**config.mk**
```make
export PLATFORM = sky130hd
export DESIGN_NAME = sar_adc_ctrl
export DESIGN_NICKNAME = d
export VERILOG_FILES = /design/src/rtl/sar_adc_ctrl.sv
export SDC_FILE = /design/constraint.sdc
export NUM_CORES = 1
export LEC_CHECK = 0
export ABC_CLOCK_PERIOD_IN_PS = 2120
export CORE_MARGIN = 2
export CORE_UTILIZATION = 30
export CTS_BUF_LIST = sky130_fd_sc_hd__clkbuf_4
export CTS_CLUSTER_SIZE = 20
export DETAILED_ROUTE_END_ITERATION = 10
export HOLD_SLACK_MARGIN = 0.15
export PLACE_DENSITY = 0.52
export SLEW_MARGIN = 10
export SYNTH_ARGS = -nofsm -noshare
export SYNTH_HDL_FRONTEND = slang
export SYNTH_SLANG_ARGS = --single-unit
```
**constraint.sdc**
```tcl
create_clock -name clk -period 2.12 [get_ports clk]
set_input_delay 0.53 -clock clk [delete_from_list [all_inputs] [get_ports clk]]
set_output_delay 0.53 -clock clk [all_outputs]
set_load 0.02 [all_outputs]
```
**src/rtl/sar_adc_ctrl.sv**
```systemverilog
// sar_adc_ctrl - successive-approximation ADC sequencer.
//
// Drives a PWM DAC (enable / period / duty) and reads an external analog
// comparator. Each trial bit is written to the DAC, held for SETTLE_CYCLES so
// the RC filter settles, then judged against the synchronised comparator.
// The result is built MSB-first.
//
// Optional build macro: SAR_ADC_AVG_EN
//   When defined, four back-to-back conversions are summed and the truncated
//   mean is reported with a single done pulse.
//
// Ports:
//   clk, reset_n    system clock, asynchronous active-low reset
//   start           conversion request, only looked at in IDLE
//   cont            1 = restart automatically after each result
//   comp_in         asynchronous comparator, 1 = Vin > Vdac
//   dac_enable      PWM DAC enable (0 only while in reset)
//   dac_count       PWM period, constant all-ones
//   dac_duty        PWM duty for the current trial
//   busy            high while a conversion is in progress (SET/SETTLE/SAMPLE)
//   done            one-cycle pulse when result updates
//   result          last completed conversion
module sar_adc_ctrl #(
    parameter int WIDTH         = 12,
    parameter int SETTLE_CYCLES = 4096
) (
    input  logic             clk,
    input  logic             reset_n,
    input  logic             start,
    input  logic             cont,
    input  logic             comp_in,
    output logic             dac_enable,
    output logic [WIDTH-1:0] dac_count,
    output logic [WIDTH-1:0] dac_duty,
    output logic             busy,
    output logic             done,
    output logic [WIDTH-1:0] result
);

    localparam int CW = $clog2(SETTLE_CYCLES);
    localparam int IW = (WIDTH > 1) ? $clog2(WIDTH) : 1;

    typedef enum logic [2:0] {S_IDLE, S_SET, S_SETTLE, S_SAMPLE, S_DONE} state_t;

    state_t           state, state_nxt;
    logic [WIDTH-1:0] trial;
    logic [IW-1:0]    bit_idx;
    logic [CW-1:0]    settle_cnt;
    logic             comp_m, comp_s;
    logic [WIDTH-1:0] bit_mask;
    logic [WIDTH-1:0] trial_fin;

`ifdef SAR_ADC_AVG_EN
    logic [1:0]       conv_cnt;
    logic [WIDTH+1:0] acc;
    logic [WIDTH+1:0] acc_sum;
    logic             fin;      // set when the DONE being entered reports
`endif

    assign dac_count = '1;
    assign bit_mask  = WIDTH'(1) << bit_idx;
    // Trial word after judging the current bit; also what result captures,
    // so result and done both appear on the edge that enters DONE.
    assign trial_fin = comp_s ? trial : (trial & ~bit_mask);

`ifdef SAR_ADC_AVG_EN
    assign acc_sum = acc + {2'b00, trial_fin};
`endif

    // Two-flop synchroniser for the asynchronous comparator.
    always_ff @(posedge clk or negedge reset_n) begin
        if (!reset_n) begin
            comp_m <= 1'b0;
            comp_s <= 1'b0;
        end else begin
            comp_m <= comp_in;
            comp_s <= comp_m;
        end
    end

    // State register
    always_ff @(posedge clk or negedge reset_n) begin
        if (!reset_n) state <= S_IDLE;
        else          state <= state_nxt;
    end

    // Next-state logic
    always_comb begin
        state_nxt = state;
        case (state)
            S_IDLE:   if (start) state_nxt = S_SET;
            S_SET:    state_nxt = S_SETTLE;
            S_SETTLE: if (settle_cnt == CW'(SETTLE_CYCLES - 1)) state_nxt = S_SAMPLE;
            S_SAMPLE: state_nxt = (bit_idx == '0) ? S_DONE : S_SET;
            S_DONE: begin
`ifdef SAR_ADC_AVG_EN
                // Intermediate conversions of an average always continue.
                if (!fin)      state_nxt = S_SET;
                else
`endif
                if (cont)      state_nxt = S_SET;
                else           state_nxt = S_IDLE;
            end
            default:  state_nxt = S_IDLE;
        endcase
    end

    // Outputs
    always_comb begin
        busy = (state == S_SET) || (state == S_SETTLE) || (state == S_SAMPLE);
`ifdef SAR_ADC_AVG_EN
        done = (state == S_DONE) && fin;
`else
        done = (state == S_DONE);
`endif
    end

    // Datapath
    always_ff @(posedge clk or negedge reset_n) begin
        if (!reset_n) begin
            dac_enable <= 1'b0;
            dac_duty   <= '0;
            result     <= '0;
            trial      <= '0;
            bit_idx    <= '0;
            settle_cnt <= '0;
`ifdef SAR_ADC_AVG_EN
            conv_cnt   <= '0;
            acc        <= '0;
            fin        <= 1'b0;
`endif
        end else begin
            dac_enable <= 1'b1;
            case (state)
                S_IDLE: begin
                    if (start) begin
                        trial   <= '0;
                        bit_idx <= IW'(WIDTH - 1);
                    end
                end
                S_SET: begin
                    dac_duty   <= trial | bit_mask;
                    trial      <= trial | bit_mask;
                    settle_cnt <= '0;
                end
                S_SETTLE: settle_cnt <= settle_cnt + 1'b1;
                S_SAMPLE: begin
                    trial <= trial_fin;
                    if (bit_idx == '0) begin
`ifdef SAR_ADC_AVG_EN
                        if (conv_cnt == 2'd3) begin
                            result   <= acc_sum[WIDTH+1:2];
                            acc      <= '0;
                            conv_cnt <= '0;
                            fin      <= 1'b1;
                        end else begin
                            acc      <= acc_sum;
                            conv_cnt <= conv_cnt + 2'd1;
                            fin      <= 1'b0;
                        end
`else
                        result <= trial_fin;
`endif
                    end else begin
                        bit_idx <= bit_idx - 1'b1;
                    end
                end
                S_DONE: begin
                    trial   <= '0;
                    bit_idx <= IW'(WIDTH - 1);
                end
                default: ;
            endcase
        end
    end

endmodule

```
Yosys cells after proc, flatten, opt, wreduce, memory -nomap -nowiden. Cells that the tools add are included.

Bits in registers: 58. Input port bits: 5. Output and inout port bits: 39. Word-level logic and storage cells: 46.

Add/sub/neg operators: 2. Equality and inequality tests: 8. Shift-type cells: 1. Muxes and demuxes: 12. Bitwise gates (word level): 3. Reductions and logical operators: 11.

Operators by type and width (number): one-hot mux 12 bit (4 select lines) (1); 2-to-1 mux 12 bit (2); one-hot mux 12 bit (2 select lines) (1); one-hot mux 3 bit (5 select lines) (1); adder 12 x 1 -> 12 bit, second input constant (1); bitwise AND 12 bit (1); equality test 12 bit, second input constant (1); NOT 12 bit (1); OR 12 bit (1); one-hot mux 4 bit (3 select lines) (1); left shift 1 x 4 -> 12 bit, first input constant (1); 2-to-1 mux 3 bit (3); 2-to-1 mux 4 bit (2); equality test 3 x 2 -> 1 bit, second input constant (2); != test 2 bit, second input constant (3); AND reduction 2 bit (3); zero test 4 bit (1); nonzero test 4 bit (1); subtractor 4 x 1 -> 4 bit, second input constant (1); equality test 3 x 1 -> 1 bit, second input constant (1); equality test 3 bit, second input constant (1); zero test 3 bit (1); AND reduction 3 bit (1); nonzero test 3 bit (1); other kinds (3) (4).

Depth between registers and ports, before layout. Gate-level depths: netlist of run 1.

Depth after elaboration: 5. Depth in mapped cells: 7. Mapped depth without buffers: 6.

Least setup slack after synthesis of run 1. No wires, ideal clock.

Path kind: register -> register. Start point: register bit_idx[0]. End point: register result[7]. Library setup time: 128 ps. Arrival: 1626 ps. Data required time: 1992 ps. Path slack: 366 ps. Stages on the path, launching flop included: 7. Buffers on the path: 1. Period minus slack after synthesis: 1754 ps. Cells stage by stage: dfrtp_1 > inv_1 > ha_1 > nor3b_1 > nand2_1 > buf_2 > mux2_1.

Cells in the longest elaborated chain, start to end: 4. Elaborated cells between the ends (all ways): 6. Classes of those cells: shift (1); mux (1); bitwise (2); reduce/logical (2).

Ends and longest elaborated chain: from (decl) (RTL line 47) `logic [IW-1:0] bit_idx;`; from (signal assigned) (RTL line 138) `bit_idx <= IW'(WIDTH - 1);`; from (signal assigned) (RTL line 165) `bit_idx <= bit_idx - 1'b1;`; from (signal assigned) (RTL line 170) `bit_idx <= IW'(WIDTH - 1);`; left shift 1 x 4 -> 12 bit (RTL line 61) `assign bit_mask = WIDTH'(1) << bit_idx;`; NOT 12 bit (RTL line 64) `assign trial_fin = comp_s ? trial : (trial & ~bit_mask);`; bitwise AND 12 bit (RTL line 64); 2-to-1 mux 12 bit (RTL line 64); to (signal assigned) (RTL line 162) `result <= trial_fin;`; to (decl) (RTL line 37) `output logic [WIDTH-1:0] result`.

Several ways; a longest one is shown, not always the timed one. A chain may end at the register's enable or synchronous reset.

Final worst setup path of run 1.
Start point: register state[2]. End point: output done.

Cells in the longest elaborated chain, start to end: 1.

Ends and longest elaborated chain: from (decl) (RTL line 45) `state_t state, state_nxt;`; from (signal assigned) (RTL line 84) `else state <= state_nxt;`; equality test 3 bit (RTL line 114) `done = (state == S_DONE);`; to (decl) (RTL line 36) `output logic done,`.

Every way passes these cells.

==> reports/metrics.csv, run 1 <==
metric,value,unit
status,finished clean,
rows,35,
grt_max_degree,36,
die_area,10000,µm²
grt_pass1_vias,2097,
drt_pass1_iterations,4,
cts_sinks,58,
min_to,comp_s,
drive_above_1_share,10.7,%
post_drt_via_cell_ratio,4.96,
cp-start-kind,register,
die_h,100,µm
fin_cells,448,
design.core.area,9110,µm²
synth_top_area_share,52.4,%
rr_worst_depth,6,
maxCapViolations,0,
end_kind,output port,
dp_cells,431,
ys_warn_count,0,
io_pins,44,
hold-path-cell-count,0,
timing.rr.start,bit_idx[0],
timing.critical_path.from,state[2],
ir_drop,0.511,mV
clockRootBuffer,clkbuf_4,
netlist_area,2770,µm²
wl_per_cell,14.3,µm
cp_max_fo,3,
diodes,0,
synth_seq_cells,58,
rsz0062_at_grt,no,
fin_area,3330,µm²
post_dp_cell_area,3210,µm²
fin_skew,0.0104,ns
start_util,30.4,%
vias,2220,
numPortBuffers,31,
ys_types,40,
fmax,0.516,GHz
cts_made_buffers,9,
final_nets,343,
drtAntennaViolNets,0,
die_w,100,µm
synth_ff_type,dfrtp_1,
worstSetupPathType,reg2out,
htreeDepth,3,
drt_iter0_markers,183,
gp_congestion,0.814,
grt-ovfl-total,0,
tritoncts,built,
ys_async_sr_fraction,100,%
cts_setup_buffers,0,
worstSkewPairLatency,0.40,ns
cts.clk_slew.worst_paths,0.10,ns
netlist_instances,289,
syn2layout_area_growth,20.2,%
antenna_found_initial,0,
fin_crit_sh,91.4,%
hold_violations,0,
finalSetupViolCount,0,
p_leak,1.49,nW
hpwl,4.55,mm
yosysMostFrequentCell,dfrtp_1,
arrival,1.41,ns
wl,6.41,mm
yosys-top-cells-count,"dfrtp_1 (58), o21ai_0 (44), nand2_1 (40)",
r2r_slack,0.21,ns
min_path_type,reg2reg,
final_max_slew_viol_count,0,
synth_edf_count,0,
post-place-ws,0.211,ns
cts_buffer_depth,2,
reg2reg_to,result[8],
ys_top_cells_by_area,"dfrtp_1 (52%), o21ai_0 (7.9%), nand2_1 (5.4%), a21oi_1 (5.1%), buf_4 (3.3%)",
powerDensity,1110,nW/µm²
fin_ws,0.182,ns
drc,0,
syn_avg_cell_area,9.59,µm²
fin_crit,1.94,ns
yosysTopAreaCell,dfrtp_1,
grt_pass1_wl,10.8,mm
finalSetupTns,0,ns
cp.required,1.59,ns
hold-worst-slack,0.372,ns
grt_use_total,14.0,%
seq_area_frac_synth,52.4,%
hp-start,comp_m,
state kept, by name, indices dropped and copies added (netlist names):
register    count
bit_idx         4
dac_enable      1
settle_cnt     12
result         12
dac_duty       12
trial          12
comp_s          1
state           3
comp_m          1
timing repair:
action | in CTS | in global routing
endpoints found under the setup margin | 1 | 1
gates resized for setup | 1 | 1
hold buffers | 1 | 0
hold endpoints to repair | 23 | 0
worst max-delay path, cell delays in order, from the launching register on:
cell	delay, ns
dfrtp_1	0.38
inv_1	0.07
nor3_1	0.21
dlygate4sd2_1	0.36
kinds of logic (layout without fill, tap and decap cells):
logic type / Yosys count / in the layout / synth area share [%]
AO/OA/AOI/OAI: 95 / 95 / 18.6
AND/OR/NAND/NOR: 86 / 86 / 16.3
flip-flops: 58 / 58 / 52.4
buffers and inverters: 34 / 70 / 6.50
multiplexers: 8 / 8 / 3.07
adder cells (fa/ha/maj): 6 / 6 / 2.71
other: 1 / 13 / 0.135
XOR/XNOR: 1 / 1 / 0.316
metrics by stage:
stage | util [%] | total power [mW]
2_1_floorplan | - | 2.49
3_3_place_gp | 35.3 | 3.04
3_5_place_dp | 35.3 | 3.06
4_1_cts | 36.6 | 3.75
5_1_grt | 36.6 | 3.99
6_report | 36.6 | 3.69
per-layer routing:
metal | wire (µm) | vias to the layer above | track usage [%] | share of wire (%)
met5 | 0 | - | 0 | 0
met4 | 152 | 0 | 7.27 | 2.4
met3 | 321 | 12 | 2.99 | 5.0
met2 | 2860 | 72 | 20.6 | 45
met1 | 3080 | 1059 | 19.3 | 48
li1 | - | 1077 | - | -
report_power, final:
group / total, mW / switching [mW] / leakage, nW / internal, mW
registers: 1.50 / 0.193 / 0.778 / 1.31
logic: 1.53 / 0.951 / 0.643 / 0.579
clock network: 0.666 / 0.394 / 0.0685 / 0.272
total: 3.69 / 1.54 / 1.49 / 2.16
area by class of cell:
cell class | instances | area, µm²
Clock inverter | 4 | 18.8
Tap cell | 111 | 139
Inverter | 9 | 33.8
Fill cell | 951 | 5780
Timing Repair Buffer | 45 | 414
Clock buffer | 12 | 90.1
Multi-Input combinational cell | 209 | 1180
Sequential cell | 58 | 1450
placed cells by master (no fill, tap or decap), drive strengths merged, types with 4 or more instances in the layout:
master / instances
dfrtp: 58
o21ai: 53
nand2: 40
a21oi: 28
clkdlybuf4s50: 28
buf: 14
conb: 13
clkbuf: 12
nor2: 9
inv: 9
nand2b: 7
nand3: 6
ha: 6
nand4: 5
a31oi: 4
a22o: 4
mux2i: 4
clkinv: 4
mux2: 4
worst max-delay path by stage:
stage	end	cells after the start
6_report	done	3
5_1_grt	done	3
4_1_cts	busy	3
3_5_place_dp	trial[8]	6
3_3_place_gp	bit_idx[1]	6
2_1_floorplan	result[7]	6
Power figures use the tool's default switching activity.
==> run 2: changes to the inputs <==
CTS_BUF_LIST = unset   (was sky130_fd_sc_hd__clkbuf_4)
==> reports/metrics.csv, run 2 (same netlist as run 1, synthesis figures left out) <==
metric,value,unit
grt-ovfl-total,0,
end_kind,register,
hold_buffers,0,
rr_worst_depth,6,
diodes,0,
numPortBuffers,31,
fin_crit,1.91,ns
cts.clk_slew.worst_paths,0.06,ns
drc,0,
min_path_type,in2async,
fin_skew,0.00479,ns
clockRootBuffer,clkbuf_8,
grt_pass1_wl,10.8,mm
timing.rr.start,bit_idx[0],
die_w,100,µm
grt_pass1_vias,2098,
cts_sinks,58,
io_pins,44,
mostFrequentLayoutCell,dfrtp_1,
hpwl,4.55,mm
fmax,0.524,GHz
cp.required,2.34,ns
finalSetupTns,0,ns
cts_made_buffers,9,
fin_crit_sh,90.0,%
drt_pass1_iterations,4,
die_area,10000,µm²
hold_violations,0,
post_drt_via_cell_ratio,4.92,
vias,2201,
cp_max_fo,18,
final_cell_mix,"dfrtp_1 (58), o21ai_0 (44), nand2_1 (40)",
gp_congestion,0.814,
p_leak,1.50,nW
htreeDepth,3,
drive_above_1_share,10.1,%
start_util,30.4,%
grt_max_degree,36,
grt_use_total,13.9,%
wl_per_cell,14.4,µm
ir_drop,0.511,mV
arrival,2.13,ns
syn2layout_area_growth,21.9,%
powerDensity,1150,nW/µm²
worstSetupPathType,reg2reg,
design.core.area,9110,µm²
finalSetupViolCount,0,
rows,35,
wl,6.44,mm
cp-start-kind,register,
status,finished clean,
final_max_slew_viol_count,0,
dp_cells,431,
cts_buffer_depth,2,
worstSkewPairLatency,0.34,ns
drt_iter0_markers,180,
die_h,100,µm
rsz0062_at_grt,no,
power,3.90,mW
maxCapViolations,0,
drtAntennaViolNets,0,
tritoncts,built,
antenna_found_initial,0,
final_nets,342,
fin_cells,447,
timing.critical_path.from,bit_idx[0],
-- run 2: cell count changes in the layout (fill, tap and decap cells not counted), sizes merged --
cell	delta
clkbuf	+1
dlygate4sd3	-1
clkinv	-1
-- run 2: what timing repair did --
action / 4_1_cts / 5_1_grt
resized for setup: 1 / 1
endpoints found under the setup margin: 1 / 1
setup buffers: 0 / 0
-- run 2: worst paths after layout --
kind | to | slack [ns]
worst min-delay path | dac_enable | 0.17
max in group asynchronous | bit_idx[2] | 1.54
min in group clk | comp_s | 0.36
worst max register to register | result[8] | 0.21
worst max-delay path | result[8] | 0.21
worst min register to register | comp_s | 0.36
-- run 2: area by class of cell --
type / instances / area [µm²]
Sequential cell: 58 / 1450
Timing Repair Buffer: 44 / 404
Fill cell: 940 / 5730
Multi-Input combinational cell: 209 / 1180
Tap cell: 111 / 139
Clock buffer: 13 / 149
Clock inverter: 3 / 15.0
Inverter: 9 / 33.8
-- run 2: power by group --
part           leakage, nW  switching, mW  internal (mW)  total (mW)
registers            0.778          0.195           1.31        1.50
logic                0.638          0.946          0.577        1.52
clock network       0.0872          0.422          0.451       0.873
total                 1.50           1.56           2.34        3.90
-- run 2: routing by layer --
layer | up-vias | wire length [µm] | global-route usage (%)
met5 | - | 0 | 0
met4 | 0 | 158 | 7.59
met3 | 13 | 221 | 2.58
met2 | 58 | 2900 | 20.6
met1 | 1054 | 3160 | 19.3
li1 | 1076 | - | -
-- run 2: worst max-delay path, stage by stage, from the launching register on --
cell	delay, ns
dfrtp_1	0.43
inv_1	0.12
ha_1	0.23
nor3b_1	0.33
nand2_1	0.13
buf_4	0.22
mux2_1	0.32
-- run 2: stage by stage --
step / hold slack, ns / area, µm² / utilization (%) / setup WS, ns
final: 0.171 / 3380 / 37.1 / 0.212
after global routing: 0.192 / 3380 / 37.1 / 0.0747
after CTS: 0.170 / 3370 / 37.0 / 0.0821
after detailed placement: 0.340 / 3210 / 35.3 / 0.211
after global placement: 0.337 / 3210 / 35.3 / 0.255
after floorplan: 0.234 / 2820 / - / 0.366
